==> config.mk <==
export PLATFORM = sky130hd
export DESIGN_NAME = reg_file_mp
export DESIGN_NICKNAME = d
export VERILOG_FILES = /design/src/rtl/regfile_pkg.sv /design/src/rtl/rf_byte_merge.sv /design/src/rtl/reg_file_mp.sv
export SDC_FILE = /design/constraint.sdc
export NUM_CORES = 2
export LEC_CHECK = 0
export BUFFER_PORTS_ARGS = -buffer_cell sky130_fd_sc_hd__buf_2
export CELL_PAD_IN_SITES_DETAIL_PLACEMENT = 1
export CELL_PAD_IN_SITES_GLOBAL_PLACEMENT = 1
export CORE_MARGIN = 2
export CORE_UTILIZATION = 40
export CTS_CLUSTER_DIAMETER = 50
export CTS_CLUSTER_SIZE = 16
export DETAILED_ROUTE_END_ITERATION = 8
export GPL_TIMING_DRIVEN = 0
export PLACE_DENSITY_LB_ADDON = 0.1
export RECOVER_POWER = 25
export SYNTH_ARGS = -nofsm -noshare
export SYNTH_HDL_FRONTEND = slang
export SYNTH_SLANG_ARGS = --single-unit
==> constraint.sdc <==
create_clock -name clk_Regs -period 5.6 [get_ports clk_Regs]
set_input_delay 0.84 -clock clk_Regs [delete_from_list [all_inputs] [get_ports clk_Regs]]
set_output_delay 0.84 -clock clk_Regs [all_outputs]
set_load 0.05 [all_outputs]
==> src/rtl/regfile_pkg.sv <==
// Shared types and sizing helpers for the multi-port register file.
package regfile_pkg;

    typedef enum logic [1:0] {
        RF_IDLE  = 2'd0,
        RF_CLEAR = 2'd1,
        RF_DONE  = 2'd2
    } rf_state_e;

    localparam int RF_MAX_RD = 4;

    function automatic int rfDepth(input int addrW);
        return 1 << addrW;
    endfunction

    function automatic int rfBytes(input int dataW);
        return dataW / 8;
    endfunction

endpackage

==> src/rtl/rf_byte_merge.sv <==
// Combinational byte merge: enabled bytes come from newData_i, the rest from oldData_i.
module rf_byte_merge
    import regfile_pkg::*;
#(
    parameter int DATA_W = 32
) (
    input  logic [DATA_W-1:0]   oldData_i,
    input  logic [DATA_W-1:0]   newData_i,
    input  logic [DATA_W/8-1:0] be_i,
    output logic [DATA_W-1:0]   merged_o
);

    localparam int N_BYTES = rfBytes(DATA_W);

    for (genvar k = 0; k < N_BYTES; k++) begin : gByte
        assign merged_o[k*8 +: 8] = be_i[k] ? newData_i[k*8 +: 8] : oldData_i[k*8 +: 8];
    end

endmodule

==> src/rtl/reg_file_mp.sv <==
// Parametrised register file: N_RD combinational read ports, one byte-enabled write port,
// optional write-to-read bypass and a one-entry-per-cycle background clear sequencer.
module reg_file_mp
    import regfile_pkg::*;
#(
    parameter int DATA_W   = 32,
    parameter int ADDR_W   = 5,
    parameter int N_RD     = 2,
    parameter int ZERO_REG = 1,
    parameter int BYPASS   = 1
) (
    input  logic                     clk_Regs,
    input  logic                     rst,
    input  logic                     Reg_Write,
    input  logic [ADDR_W-1:0]        W_Addr,
    input  logic [DATA_W-1:0]        W_Data,
    input  logic [DATA_W/8-1:0]      W_Be,
    input  logic [N_RD*ADDR_W-1:0]   R_Addr,
    output logic [N_RD*DATA_W-1:0]   R_Data,
    input  logic                     Clr_Req,
    output logic                     Clr_Busy,
    output logic                     Clr_Done
);

    localparam int DEPTH = rfDepth(ADDR_W);

    logic [DATA_W-1:0] mem_q [DEPTH];

    rf_state_e         state_q, state_d;
    logic [ADDR_W-1:0] ptr_q, ptr_d;
    logic              done_q, done_d;
    logic              clrEn;

    logic              zeroWrite;
    logic              wrEn;
    logic              fwdEn;
    logic [DATA_W-1:0] wrMerged;

    // Writes only land while idle; the zero register silently swallows them.
    assign zeroWrite = (ZERO_REG != 0) && (W_Addr == '0);
    assign wrEn      = Reg_Write && (state_q == RF_IDLE) && !zeroWrite;
    assign fwdEn     = (BYPASS != 0) && wrEn;

    // The merged word serves both the array write and every bypassed read port.
    rf_byte_merge #(
        .DATA_W(DATA_W)
    ) uMerge (
        .oldData_i(mem_q[W_Addr]),
        .newData_i(W_Data),
        .be_i     (W_Be),
        .merged_o (wrMerged)
    );

    always_comb begin
        state_d = state_q;
        ptr_d   = ptr_q;
        done_d  = 1'b0;
        clrEn   = 1'b0;
        case (state_q)
            RF_IDLE: begin
                if (Clr_Req) begin
                    state_d = RF_CLEAR;
                    ptr_d   = '0;
                end
            end
            RF_CLEAR: begin
                clrEn = 1'b1;
                if (ptr_q == '1) begin
                    state_d = RF_DONE;
                    ptr_d   = '0;
                    done_d  = 1'b1;
                end else begin
                    ptr_d = ptr_q + ADDR_W'(1);
                end
            end
            RF_DONE: begin
                if (!Clr_Req) begin
                    state_d = RF_IDLE;
                end
            end
            default: begin
                state_d = RF_IDLE;
                ptr_d   = '0;
            end
        endcase
    end

    always_ff @(posedge clk_Regs) begin
        if (rst) begin
            state_q <= RF_IDLE;
            ptr_q   <= '0;
            done_q  <= 1'b0;
        end else begin
            state_q <= state_d;
            ptr_q   <= ptr_d;
            done_q  <= done_d;
        end
    end

    // Reset zeroes the whole array in one edge; the sweep has priority over a (blocked) write.
    always_ff @(posedge clk_Regs) begin
        if (rst) begin
            for (int i = 0; i < DEPTH; i++) begin
                mem_q[i] <= '0;
            end
        end else if (clrEn) begin
            mem_q[ptr_q] <= '0;
        end else if (wrEn) begin
            mem_q[W_Addr] <= wrMerged;
        end
    end

    for (genvar p = 0; p < N_RD; p++) begin : gRead
        logic [ADDR_W-1:0] rAddr;
        logic [DATA_W-1:0] rVal;

        assign rAddr = R_Addr[p*ADDR_W +: ADDR_W];

        always_comb begin
            rVal = mem_q[rAddr];
            if (fwdEn && (rAddr == W_Addr)) begin
                rVal = wrMerged;
            end
            if (rst || ((ZERO_REG != 0) && (rAddr == '0))) begin
                rVal = '0;
            end
        end

        assign R_Data[p*DATA_W +: DATA_W] = rVal;
    end

    assign Clr_Busy = (state_q == RF_CLEAR) && !rst;
    assign Clr_Done = done_q && !rst;

endmodule

==> implementation parameters <==
Parameter                              Value

Global routing
  Antenna violations before repair ... 19
  Wire length of the first global-routing pass ... just over 400 mm
  Largest net degree at the start of global routing ... 27
  Total GRT Usage ... 0.388
  Vias in the first global route ... between 40,000 and 50,000
  Leftover overflow at the end of global routing ... 0

STA
  Max-slew headroom at the worst pin ... -0.890
  Final setup skew ... just under 0.04 ns
  Setup-failing EPs final ... 34
  Endpoints failing hold ... 0
  Worst-Margin Slew ... 2.82 ns
  Min Clock Period, post-route ... 5.81 ns
  Setup slack after layout ... -0.213 ns
  Unrepaired setup endpoints after global routing ... true
  Final slew viol count ... between 150 and 200
  Hold slack final ... approximately 0.34 ns
  Period utilisation layout ... 1.04
  Peak clock frequency supported by timing ... 172 MHz

Run
  Count of max-cap constraint violations ... 10

Clocking
  Clock tree root buffer cell ... sky130_fd_sc_hd__clkbuf_16
  Post-CTS resize count ... 98
  Max clock buf depth ... 3
  Hold buffers post-CTS ... 0
  TritonCTS clock tree ... built
  Post-CTS repair timing setup buffer count ... 0
  Clock transition time at the flip-flop clock pins of the worst setup and hold paths ... 0.06 ns
  Number of sinks on the clock net ... about 1,000
  Clock H-tree levels ... 4
  Number of buffers created by CTS ... between 100 and 150
  Worst skew pair latency ... ~0.83 ns

Power
  Static leakage power ... 25.1 nW
  Power per standard cell area ... 317 nW/um^2
  PnR Total Power ... approximately 23 mW
  Worst vdd ir ... between 0.0003 and 0.0004 V

Outcome
  Violated checks ... max-capacitance violations, max-slew violations, negative setup slack
  Outcome ... finished with violations

Routing
  Pre-Repair DR Iteration Count ... 5
  Drc violations ... 0
  Initial drt markers ... between 7,000 and 8,000
  Routed Wire Length ... 311 mm
  Number of vias per cell after detailed routing ... slightly below 7
  Routed length per instance ... ~44 um
  Vias ... between 40,000 and 50,000
  ANT nets after route ... 0

Placed design
  Worst Setup Slack post-DPL ... -1.15 ns
  Final HPWL from detailed placement ... between 200 and 250 mm
  Count of buffers inserted at the top-level ports ... around 110
  Last weighted congestion value of the routability-driven placer ... around 0.99

Synth
  Share of the yosys chip area belonging to registers ... 0.497
  Yosys cell types ... 64
  Proportion of register bits with asynchronous set or reset after synthesis ... 0
  Most common cell in the synthesized netlist ... sky130_fd_sc_hd__nor2_1
  Number of warnings issued by yosys ... 0
  Top cells by area in the synthesized netlist ... sky130_fd_sc_hd__edfxtp_1, sky130_fd_sc_hd__mux4_2, sky130_fd_sc_hd__nor2_1
  Number of synthesized register bits ... 1,032
  Post-synth design cell area ... 62,200 um^2
  Syn Area/Cell ... between 10 and 15 um^2
  Area fraction of the dominant cell type after synthesis ... 0.494
  Most common library cells after synthesis ... sky130_fd_sc_hd__nor2_1, sky130_fd_sc_hd__edfxtp_1, sky130_fd_sc_hd__mux4_2
  Number of enable-type register cells in the synthesized netlist ... between 1,000 and 1,500
  Most instantiated flip-flop cell in the synthesis netlist ... sky130_fd_sc_hd__edfxtp_1
  Cell count after synthesis ... 4,631
  Largest area contributor in the netlist ... sky130_fd_sc_hd__edfxtp_1

Cells and area
  Count of fill cells added during filler insertion ... approximately 16,000
  Ratio of cells with drive above 1 in the final layout ... 0.290
  Net count of the finished layout ... between 5,000 and 6,000
  Relative area change from synthesis to final layout ... 14.5%

Floorplanning
  Initial Utilization ... 0.403
  Number of placement rows ... between 100 and 150
  Height of the die ... ~400 um
  Overall die area ... 159,000 um^2
  Number of ports placed on the die boundary ... ~120
  Chip width ... between 300 and 400 um
  Core footprint ... 154,000 um^2

Setup path
  Slowest cell delay on critical path ... around 0.9 ns
  Kind of capture point of the worst setup path ... output port
  Crit path required time ... approximately 4.8 ns
  Number of buffer and inverter instances along the worst setup path ... 5
  Critical Path Source Type ... primary input
  Most frequent cell on the critical path ... sky130_fd_sc_hd__buf_2
  Cell breakdown of the critical path ... buf_2 > buf_2 > buf_2 > clkbuf_1 > nand2_1 > a21oi_1 > a21oi_2 > o21ai_1 > buf_2
  Crit path kind ... in2out
  Critical Path AT ... ~5.0 ns
  Slowest stage cell, crit path ... sky130_fd_sc_hd__clkbuf_1
  Gate family responsible for the most delay along the worst path ... buffers and inverters
  Top fanout value on the critical path ... 10

Hold path
  Tightest Hold Check Type ... in2reg
==> worst min-delay path, delay by kind of cell <==
kind / cells / cell delay, ns
AND/OR/NAND/NOR: 1 / 0.08
buffers and inverters: 1 / 0.13
AO/OA/AOI/OAI: 1 / 0.05
==> final cells by class <==
type,count,area (um^2),area share
Sequential cell,1032,30900,0.434
Clock inverter,114,1280,0.0179
Buffer,517,2610,0.0366
Multi-Input combinational cell,3104,29000,0.407
Inverter,7,26.3,0.000369
Timing Repair Buffer,141,1090,0.0153
Clock buffer,157,3760,0.0527
Tap cell,2044,2560,0.0359
Antenna cell,1,2.50,0.0000351
==> path summary, 6_finish.rpt <==
check,startpoint,depth (start not counted),to,slack (ns)
worst min register to register,ptr_q[3]$_SDFFE_PP0P_,2,ptr_q[3]$_SDFFE_PP0P_,0.57
worst max register to register,state_q[0]$_SDFFE_PP0P_,7,mem_q[19][12]$_SDFFCE_PN0P_,0.16
worst min-delay path,Clr_Req,3,state_q[1]$_SDFFE_PP0P_,0.34
worst max-delay path,W_Addr[2],9,R_Data[32],-0.21
==> per-layer routing <==
layer	wire length, um	vias up	global-route usage
met5	90	-	0
met4	11800	16	0.128
met3	40800	640	0.139
met2	140000	3439	0.593
met1	118000	26312	0.514
li1	-	18826	-
==> through the flow <==
stage	area, um^2	cells	TNS [ns]	util
floorplan	62300	4662	0	-
global placement	65400	6813	-44.82	0.424
detailed placement	66100	6846	-30.05	0.429
global route	71300	7116	-0.0655	0.462
finish	71300	7117	-2.99	0.462
CTS	71400	7115	0	0.463
==> registers in the layout (all words and copies together), names as in the netlist <==
| signal | count |
|---|---|
| state_q | 2 |
| ptr_q | 5 |
| done_q | 1 |
| mem_q | 1024 |
==> cells in the final DEF (no fill, tap or decap), types with 19 or more instances in the layout <==
cell and instances:
sky130_fd_sc_hd__o221ai_1 31, sky130_fd_sc_hd__nand2_1 190, sky130_fd_sc_hd__nand3_1 38, sky130_fd_sc_hd__clkinv_2 22, sky130_fd_sc_hd__a21oi_2 35, sky130_fd_sc_hd__edfxtp_1 1024, sky130_fd_sc_hd__clkbuf_16 149, sky130_fd_sc_hd__buf_12 22
sky130_fd_sc_hd__mux4_2 672, sky130_fd_sc_hd__or3_1 33, sky130_fd_sc_hd__o22a_1 32, sky130_fd_sc_hd__o21ai_0 97, sky130_fd_sc_hd__buf_4 22, sky130_fd_sc_hd__mux2i_1 322, sky130_fd_sc_hd__o22ai_1 33, sky130_fd_sc_hd__a32oi_1 31
sky130_fd_sc_hd__buf_6 26, sky130_fd_sc_hd__nor2_2 23, sky130_fd_sc_hd__inv_6 21, sky130_fd_sc_hd__clkbuf_2 40, sky130_fd_sc_hd__a31oi_1 34, sky130_fd_sc_hd__o21ai_1 23, sky130_fd_sc_hd__conb_1 32, sky130_fd_sc_hd__clkbuf_1 205
sky130_fd_sc_hd__a21o_1 25, sky130_fd_sc_hd__buf_1 21, sky130_fd_sc_hd__nor2_1 1025, sky130_fd_sc_hd__o211ai_1 64, sky130_fd_sc_hd__clkinvlp_4 19, sky130_fd_sc_hd__buf_2 314, sky130_fd_sc_hd__a21oi_1 117, sky130_fd_sc_hd__a22oi_1 129
==> kinds of logic after synthesis <==
| group | share of synthesized area |
|---|---|
| compound gates | 0.0759 |
| xor+xnor | 0.00141 |
| fa+ha+maj | 0.000402 |
| buf+inv | 0.0408 |
| flops | 0.497 |
| mux | 0.295 |
| other cells | 0.0000603 |
| simple gates | 0.0895 |
==> where the power goes <==
part           switching [mW]  internal (mW)  total [mW]
combinational            2.58           1.16        3.74
clock                    4.13           5.68        9.81
sequential              0.238           8.77        9.01
(Power assumes the default switching activity.)
